[src/rtl/decompress_sched_pkg.sv]
// Shared types and helpers for the block decompression frame sequencer.
package decompress_sched_pkg;

    typedef enum logic [1:0] {
        ST_IDLE    = 2'd0,
        ST_WAIT_IN = 2'd1,
        ST_RUN     = 2'd2,
        ST_OUT     = 2'd3
    } sched_state_t;

    localparam int DEFAULT_TIMEOUT_CYCLES = 256;

    // Counter width for n distinct values, never narrower than one bit.
    function automatic int clog2_min1(input int n);
        return (n <= 2) ? 1 : $clog2(n);
    endfunction

endpackage

[src/rtl/block_pos_counter.sv]
// Raster block position (row, col) for one frame; row saturates on the last block.
module block_pos_counter
    import decompress_sched_pkg::*;
#(
    parameter int IMG_BLOCKS_W = 4,
    parameter int IMG_BLOCKS_H = 4,
    localparam int ROW_W = clog2_min1(IMG_BLOCKS_H),
    localparam int COL_W = clog2_min1(IMG_BLOCKS_W)
) (
    input  logic             clk,
    input  logic             rst,
    input  logic             clear,
    input  logic             advance,
    output logic [ROW_W-1:0] row,
    output logic [COL_W-1:0] col,
    output logic             last
);

    localparam logic [ROW_W-1:0] ROW_LAST = ROW_W'(IMG_BLOCKS_H - 1);
    localparam logic [COL_W-1:0] COL_LAST = COL_W'(IMG_BLOCKS_W - 1);

    logic [ROW_W-1:0] r_row;
    logic [COL_W-1:0] r_col;

    always_ff @(posedge clk or posedge rst) begin
        if (rst) begin
            r_row <= '0;
            r_col <= '0;
        end else if (clear) begin
            r_row <= '0;
            r_col <= '0;
        end else if (advance) begin
            if (r_col == COL_LAST) begin
                r_col <= '0;
                if (r_row != ROW_LAST)
                    r_row <= r_row + 1'b1;
            end else begin
                r_col <= r_col + 1'b1;
            end
        end
    end

    assign row  = r_row;
    assign col  = r_col;
    assign last = (r_row == ROW_LAST) && (r_col == COL_LAST);

endmodule

[src/rtl/decompress_scheduler.sv]
// Frame sequencer: one coefficient block in, engine start/done, tagged block out.
// Optional RUN watchdog enabled by defining DECOMP_SCHED_TIMEOUT_EN.
module decompress_scheduler
    import decompress_sched_pkg::*;
#(
    parameter int BLOCK_SIZE     = 8,
    parameter int IMG_BLOCKS_W   = 4,
    parameter int IMG_BLOCKS_H   = 4,
    parameter int TIMEOUT_CYCLES = DEFAULT_TIMEOUT_CYCLES,
    localparam int ROW_W = clog2_min1(IMG_BLOCKS_H),
    localparam int COL_W = clog2_min1(IMG_BLOCKS_W)
) (
    input  logic             clk,
    input  logic             rst,
    input  logic             frame_start,
    input  logic             in_valid,
    output logic             in_ready,
    output logic             engine_start,
    input  logic             engine_done,
    output logic             out_valid,
    input  logic             out_ready,
    output logic [ROW_W-1:0] out_blk_row,
    output logic [COL_W-1:0] out_blk_col,
    output logic             busy,
    output logic             frame_done,
    output logic             timeout_err
);

    // Degenerate geometry leaves an empty marker block behind in elaboration.
    if ((BLOCK_SIZE < 1) || (IMG_BLOCKS_W < 1) || (IMG_BLOCKS_H < 1) || (TIMEOUT_CYCLES < 1)) begin : g_invalid_params
    end

    sched_state_t r_state;
    sched_state_t w_state_next;

    logic r_in_ready, r_engine_start, r_out_valid, r_busy, r_frame_done;
    logic w_in_ready_next, w_engine_start_next, w_out_valid_next, w_busy_next, w_frame_done_next;
    logic w_accept_frame, w_handshake, w_last, w_timeout;

    assign w_accept_frame = (r_state == ST_IDLE) && frame_start;
    assign w_handshake    = (r_state == ST_OUT) && r_out_valid && out_ready;

    block_pos_counter #(
        .IMG_BLOCKS_W (IMG_BLOCKS_W),
        .IMG_BLOCKS_H (IMG_BLOCKS_H)
    ) u_pos (
        .clk     (clk),
        .rst     (rst),
        .clear   (w_accept_frame),
        .advance (w_handshake),
        .row     (out_blk_row),
        .col     (out_blk_col),
        .last    (w_last)
    );

`ifdef DECOMP_SCHED_TIMEOUT_EN
    localparam int TMO_W = clog2_min1(TIMEOUT_CYCLES);

    logic [TMO_W-1:0] r_tmo_cnt;
    logic             r_timeout_err;

    // Held at zero outside RUN, so every RUN entry starts from a fresh count.
    always_ff @(posedge clk or posedge rst) begin
        if (rst)
            r_tmo_cnt <= '0;
        else if (r_state != ST_RUN)
            r_tmo_cnt <= '0;
        else
            r_tmo_cnt <= r_tmo_cnt + 1'b1;
    end

    assign w_timeout = (r_state == ST_RUN) && !engine_done &&
                       (r_tmo_cnt == TMO_W'(TIMEOUT_CYCLES - 1));

    always_ff @(posedge clk or posedge rst) begin
        if (rst)
            r_timeout_err <= 1'b0;
        else if (w_accept_frame)
            r_timeout_err <= 1'b0;
        else if (w_timeout)
            r_timeout_err <= 1'b1;
    end

    assign timeout_err = r_timeout_err;
`else
    assign w_timeout   = 1'b0;
    assign timeout_err = 1'b0;
`endif

    always_ff @(posedge clk or posedge rst) begin
        if (rst) begin
            r_state        <= ST_IDLE;
            r_in_ready     <= 1'b0;
            r_engine_start <= 1'b0;
            r_out_valid    <= 1'b0;
            r_busy         <= 1'b0;
            r_frame_done   <= 1'b0;
        end else begin
            r_state        <= w_state_next;
            r_in_ready     <= w_in_ready_next;
            r_engine_start <= w_engine_start_next;
            r_out_valid    <= w_out_valid_next;
            r_busy         <= w_busy_next;
            r_frame_done   <= w_frame_done_next;
        end
    end

    always_comb begin
        w_state_next = r_state;
        case (r_state)
            ST_IDLE:    if (frame_start) w_state_next = ST_WAIT_IN;
            ST_WAIT_IN: if (r_engine_start) w_state_next = ST_RUN;
            ST_RUN: begin
                if (engine_done)
                    w_state_next = ST_OUT;
                else if (w_timeout)
                    w_state_next = ST_IDLE;
            end
            ST_OUT:     if (w_handshake) w_state_next = w_last ? ST_IDLE : ST_WAIT_IN;
            default:    w_state_next = ST_IDLE;
        endcase
    end

    // in_valid is ignored while the pop of the previous block is still in flight.
    always_comb begin
        w_engine_start_next = (r_state == ST_WAIT_IN) && in_valid &&
                              !r_engine_start && !r_in_ready;
        w_out_valid_next    = (w_state_next == ST_OUT);
        w_in_ready_next     = w_handshake;
        w_frame_done_next   = w_handshake && w_last;
        w_busy_next         = (w_state_next != ST_IDLE);
    end

    assign in_ready     = r_in_ready;
    assign engine_start = r_engine_start;
    assign out_valid    = r_out_valid;
    assign busy         = r_busy;
    assign frame_done   = r_frame_done;

endmodule

[config.mk]
export PLATFORM = sky130hd
export DESIGN_NAME = decompress_scheduler
export DESIGN_NICKNAME = d
export VERILOG_FILES = /design/src/rtl/decompress_sched_pkg.sv /design/src/rtl/block_pos_counter.sv /design/src/rtl/decompress_scheduler.sv
export SDC_FILE = /design/constraint.sdc
export NUM_CORES = 1
export LEC_CHECK = 0
export BUFFER_PORTS_ARGS = -buffer_cell sky130_fd_sc_hd__buf_2
export CAP_MARGIN = 20
export CORE_AREA = 2 2 39 41
export DETAILED_ROUTE_END_ITERATION = 7
export DIE_AREA = 0 0 41 43
export GPL_TIMING_DRIVEN = 0
export SYNTH_ARGS = -nofsm -noshare
export SYNTH_HDL_FRONTEND = slang
export SYNTH_SLANG_ARGS = --single-unit
[constraint.sdc]
create_clock -name clk -period 1.2 [get_ports clk]
set_input_delay 0.18 -clock clk [delete_from_list [all_inputs] [get_ports clk]]
set_output_delay 0.18 -clock clk [all_outputs]
set_load 0.05 [all_outputs]
== Word level (Yosys, flattened, before mapping) ==
Index checks and enable logic that the tools add are counted.

* Add/sub/neg operators: 2
* Reductions and logical operators: 16
* Multiplexer cells: 13
* Eq/ne operators: 7

{| class="wikitable"
|+ Operator list
! operator !! count
|-
| $mux 2 || 11
|-
| $eq 2x2->1 const B || 5
|-
| $logic_and 1x1->1 || 8
|-
| $pmux 2 s4 || 1
|-
| $reduce_bool 2->1 || 4
|-
| $add 2x1->2 const B || 2
|-
| $reduce_and 3->1 || 1
|-
| $eq 2x1->1 const B || 1
|-
| $logic_not 1->1 || 2
|-
| $logic_not 2->1 || 1
|-
| $ne 2x2->1 const B || 1
|-
| $mux 1 || 1
|}

* Bits in registers: 11
* Bits of input ports: 6

== Longest topological paths before layout ==
* Depth in word-level cells: 6
* Depth in mapped cells: 4

== Modules after synthesis ==
A second synthesis with hierarchy kept.

* Cells, all modules: 45
* Area, all modules: 514.2 um^2

{| class="wikitable"
|+ Modules (own cells, without submodules)
! module !! cells an instance !! times used !! area each (um^2)
|-
| decompress_scheduler || 25 || 1 || 289.0
|-
| block_pos_counter || 20 || 1 || 225.2
|}

== Worst setup path before layout ==
OpenSTA, ideal clock, no wires.

* Kind: register to register
* From: reg u_pos.r_row[0] (netlist: u_pos.row[0])
* To: reg u_pos.r_row[0] (netlist: u_pos.row[0])
* Arrival: 1.423 ns
* Period minus slack after synthesis: 1.501 ns
* Path buffers: 0
* Data required time: 1.123 ns
* Stages on the path, launching flop included: 5
* Path slack: -0.301 ns
* Cell sequence: dfrtp_1 > ha_1 > nand2b_1 > or3_1 > a21oi_1

* Cells in the longest elaborated chain, start to end: 5
* Elaborated cells between the ends (all ways): 8
* Classes of those cells: add/sub (1); eq/ne (1); mux (4); reduce/logical (2)

{| class="wikitable"
|+ Ends and longest elaborated chain
! element !! RTL line !! text
|-
| start: declaration || block_pos_counter.sv:22 || <nowiki>logic [ROW_W-1:0] r_row;</nowiki>
|-
| start signal: assignment || block_pos_counter.sv:36 || <nowiki>r_row <= r_row + 1'b1;</nowiki>
|-
| $add 2x1->2 || block_pos_counter.sv:36 ||
|-
| $mux 2 || block_pos_counter.sv:35 || <nowiki>if (r_row != ROW_LAST)</nowiki>
|-
| $mux 2 || block_pos_counter.sv:33 || <nowiki>if (r_col == COL_LAST) begin</nowiki>
|-
| $mux 2 || block_pos_counter.sv:32 || <nowiki>end else if (advance) begin</nowiki>
|-
| $mux 2 || block_pos_counter.sv:29 || <nowiki>end else if (clear) begin</nowiki>
|}

Several ways; a longest one is shown, not always the timed one. The select of a mux whose other input is x is not followed.
A chain may end at the register's enable or synchronous reset.

== Final worst setup path ==
* From: reg u_pos.r_row[1] (netlist: u_pos.row[1])
* To: reg u_pos.r_row[0] (netlist: u_pos.row[0])

* Cells in the longest elaborated chain, start to end: 3

{| class="wikitable"
|+ Ends and longest elaborated chain
! element !! RTL line
|-
| $ne 2x2->1 || block_pos_counter.sv:35
|-
| $reduce_bool 2->1 (no line) || --
|-
| $reduce_and 3->1 (no line) || --
|}

Every way passes these cells.

==> flow_metrics.env <==
export IMPL_syn_area_per_cell_sq_um=10.88
export IMPL_yosys_area_top_type_share=0.5500
export IMPL_worst_ep_required_time_ps=1390
export IMPL_tns_ps=-61.87
export IMPL_drt_iter0_drc=3
export IMPL_yosys_top_cells_area="dfrtp_1 (55%), ha_1 (5.0%), nand4_4 (4.3%), a21oi_1 (4.0%), nand2_1 (3.8%)"
export IMPL_post_route_util=0.5344
export IMPL_synth_most_common_cell="dfrtp_1"
export IMPL_drt_vias_per_instance=4.897
export IMPL_dr_pass1_iters=3
export IMPL_ys_dominant_reg_cell="dfrtp_1"
export IMPL_root_buffer="clkbuf_4"
export IMPL_run_status="complete, but fails checks"
export IMPL_h_tree_depth=1
export IMPL_grtUsageMet1=0.1959
export IMPL_drcViolationCount=0
export IMPL_start_util=0.3617
export IMPL_power_leakage_nw=0.3273
export IMPL_final_cells=87
export IMPL_cp_max_fo=3
export IMPL_fin_ws_ps=-61.87
export IMPL_setup_violations_final=1
export IMPL_synthTopCellsByCount="dfrtp_1 (11), nand2_1 (5), a21oi_1 (4), inv_1 (3), nor2_1 (3)"
export IMPL_grt_usage=0.1468
export IMPL_clock_sink_count=11
export IMPL_fill_cells=139
export IMPL_netlist_instances=46
export IMPL_grt_pass1_wl_um=1718
export IMPL_syn_to_final_growth_pct=47.75
export IMPL_portBuffers=14
export IMPL_synth_edff_count=0
export IMPL_synth_async_reset_ratio=1.000
export IMPL_vias=426
export IMPL_skew_ps=1.768
export IMPL_cts_tree="yes"
export IMPL_grt_antenna_before_repair=0
export IMPL_die_height_um=43
export IMPL_fin_nets=80
export IMPL_startpoint_type="flip-flop"
export IMPL_grt_max_degree=12
export IMPL_io_pins=16
export IMPL_endpoint_kind="flip-flop"
export IMPL_synth_fp_nets=54
export IMPL_dp_hpwl_um=731.7
export IMPL_clk_pin_slew_ps=70
export IMPL_drt_total_wl_um=1042
export IMPL_cts_buffers=3
export IMPL_coreArea_sq_mm=0.001384
export IMPL_crit_arrival_ps=1460
export IMPL_grt_overflow=0
export IMPL_peakVddDrop_mv=1.377
export IMPL_yosys_area_top_type="dfrtp_1"
export IMPL_die_w_um=41
export IMPL_use_met2=0.2125
export IMPL_num_antenna_cells=0
export IMPL_fin_crit_sh=1.052
export IMPL_num_rows=14
export IMPL_ant_nets=0
export IMPL_power_density_mw_per_mm2=2601
export IMPL_finalHoldViolations=0
export IMPL_clock_path_buffers=2
export IMPL_insertion_delay_ps=260
export IMPL_failed_checks="setup timing"
export IMPL_maxCapViolations=0
export IMPL_synth_area_sq_um=500.5
export IMPL_globalRouteMet3Util=0.01571
export IMPL_ys_ff_latch=11
export IMPL_rsz0062_at_grt="yes"
export IMPL_place_congestion=0.7286
export IMPL_drive_above_1_share=0.5915
export IMPL_crit_type="flip-flop to flip-flop"
export IMPL_die_area_sq_mm=0.001763
export IMPL_grt_pass1_vias=407
export IMPL_slew_violations=0
export IMPL_min_period_ps=1262
export IMPL_dp_cells=76
export IMPL_grt_busiest_layer="met2"
export IMPL_drt_wirelength_per_cell_um=11.98
export IMPL_min_delay_path_class="primary input to flip-flop"
export IMPL_ys_seq_area_frac=0.5500
export IMPL_fmax_ghz=0.7925
export IMPL_ys_warnings_count=0
export IMPL_synthDistinctLibCells=22
[stage by stage]
step           hold slack, ps  power, mW  area, sq um  setup WS, ps
6_report                233.1      1.923        739.5        -61.87
5_1_grt                 248.2      2.056        739.5        -90.65
4_1_cts                 224.4      1.874        700.7        -33.48
3_5_place_dp            196.6      1.530        629.4        -56.22
3_3_place_gp            189.1      1.504        629.4        -40.69
2_1_floorplan           32.10      1.323        539.3        -126.8
[worst max-delay path, stage by stage (launching register included)]
cell	delay, ps
dfrtp_2	430
ha_4	160
nand2b_4	130
or3_1	330
a21oi_2	130
[where the power goes]
part	internal, mW	total [mW]	switching (mW)
registers	0.519	0.662	0.143
logic	0.368	1.01	0.644
clock network	0.129	0.250	0.121
total	1.02	1.92	0.908
[sequential cells by signal (all words and copies together) (netlist names)]
signal and count:
out_valid 1, engine_start 1, in_ready 1, r_state 2, frame_done 1, busy 1, u_pos.row 2, u_pos.col 2
[metal layers]
| layer | up-vias | part of all wire |
|---|---|---|
| met5 | - | 0 |
| li1 | 212 | - |
| met3 | 4 | 0.022 |
| met1 | 202 | 0.43 |
| met2 | 8 | 0.53 |
| met4 | 0 | 0.020 |
[area by class of cell]
cell class | count | area [sq um] | area share
timing repair buffer | 21 | 125.1 | 0.1692
clock buffer | 4 | 26.28 | 0.03553
sequential | 11 | 284.0 | 0.3841
inverter | 3 | 11.26 | 0.01523
multi-input combinational | 31 | 265.3 | 0.3587
buffer | 1 | 7.507 | 0.01015
tap | 16 | 20.02 | 0.02707
[worst paths after layout]
| kind | start | to | slack [ps] | cells past startpoint |
|---|---|---|---|---|
| worst min-delay path | in_valid | engine_start | 230 | 2 |
| min in group asynchronous | rst | u_pos.col[0] | 440 | 3 |
| worst min register to register | engine_start | r_state[1] | 570 | 2 |
| max in group asynchronous | rst | u_pos.col[1] | 440 | 3 |
| worst max register to register | u_pos.row[1] | u_pos.row[0] | -60 | 4 |
| worst max-delay path | u_pos.row[1] | u_pos.row[0] | -60 | 4 |
[cells in the final DEF, fill, tap and decap left out]
master and n:
mux2i_1 1, or3_1 2, buf_2 14, nand3_1 1, nor2_1 3, dfrtp_2 7, clkbuf_1 1, o21ai_0 1
nand2b_4 1, inv_1 3, and2_1 1, dlygate4sd3_1 1, a21oi_1 2, or3b_4 1, nor2b_1 1, dfrtp_1 4
nand2_1 5, and4bb_2 1, o21a_1 1, buf_4 7, nand4_4 1, nor3b_2 1, nand3b_1 1, ha_4 2
clkbuf_4 3, nand3_2 1, o22ai_2 1, a21oi_2 2, conb_1 1
[kinds of logic after synthesis]
kind of cell | Yosys count | share of synthesized area
AOI/OAI and AO/OA | 7 | 0.07751
adders and majority gates | 2 | 0.04999
buffers and inverters | 4 | 0.03750
DFF | 11 | 0.5500
muxes | 1 | 0.02000
other | 1 | 0.007493
and+or+nand+nor | 20 | 0.2575
[what timing repair did]
action | 4_1_cts | 5_1_grt
hold buffers | 1 | 0
gates cloned | 0 | 0
endpoints found under the setup margin | 3 | 4
resized for setup | 3 | 5
buffers inserted | 4 | 2
hold endpoints to repair | 11 | 0
pin swaps | 0 | 4
No activity file was read; power rests on OpenSTA's default activity.
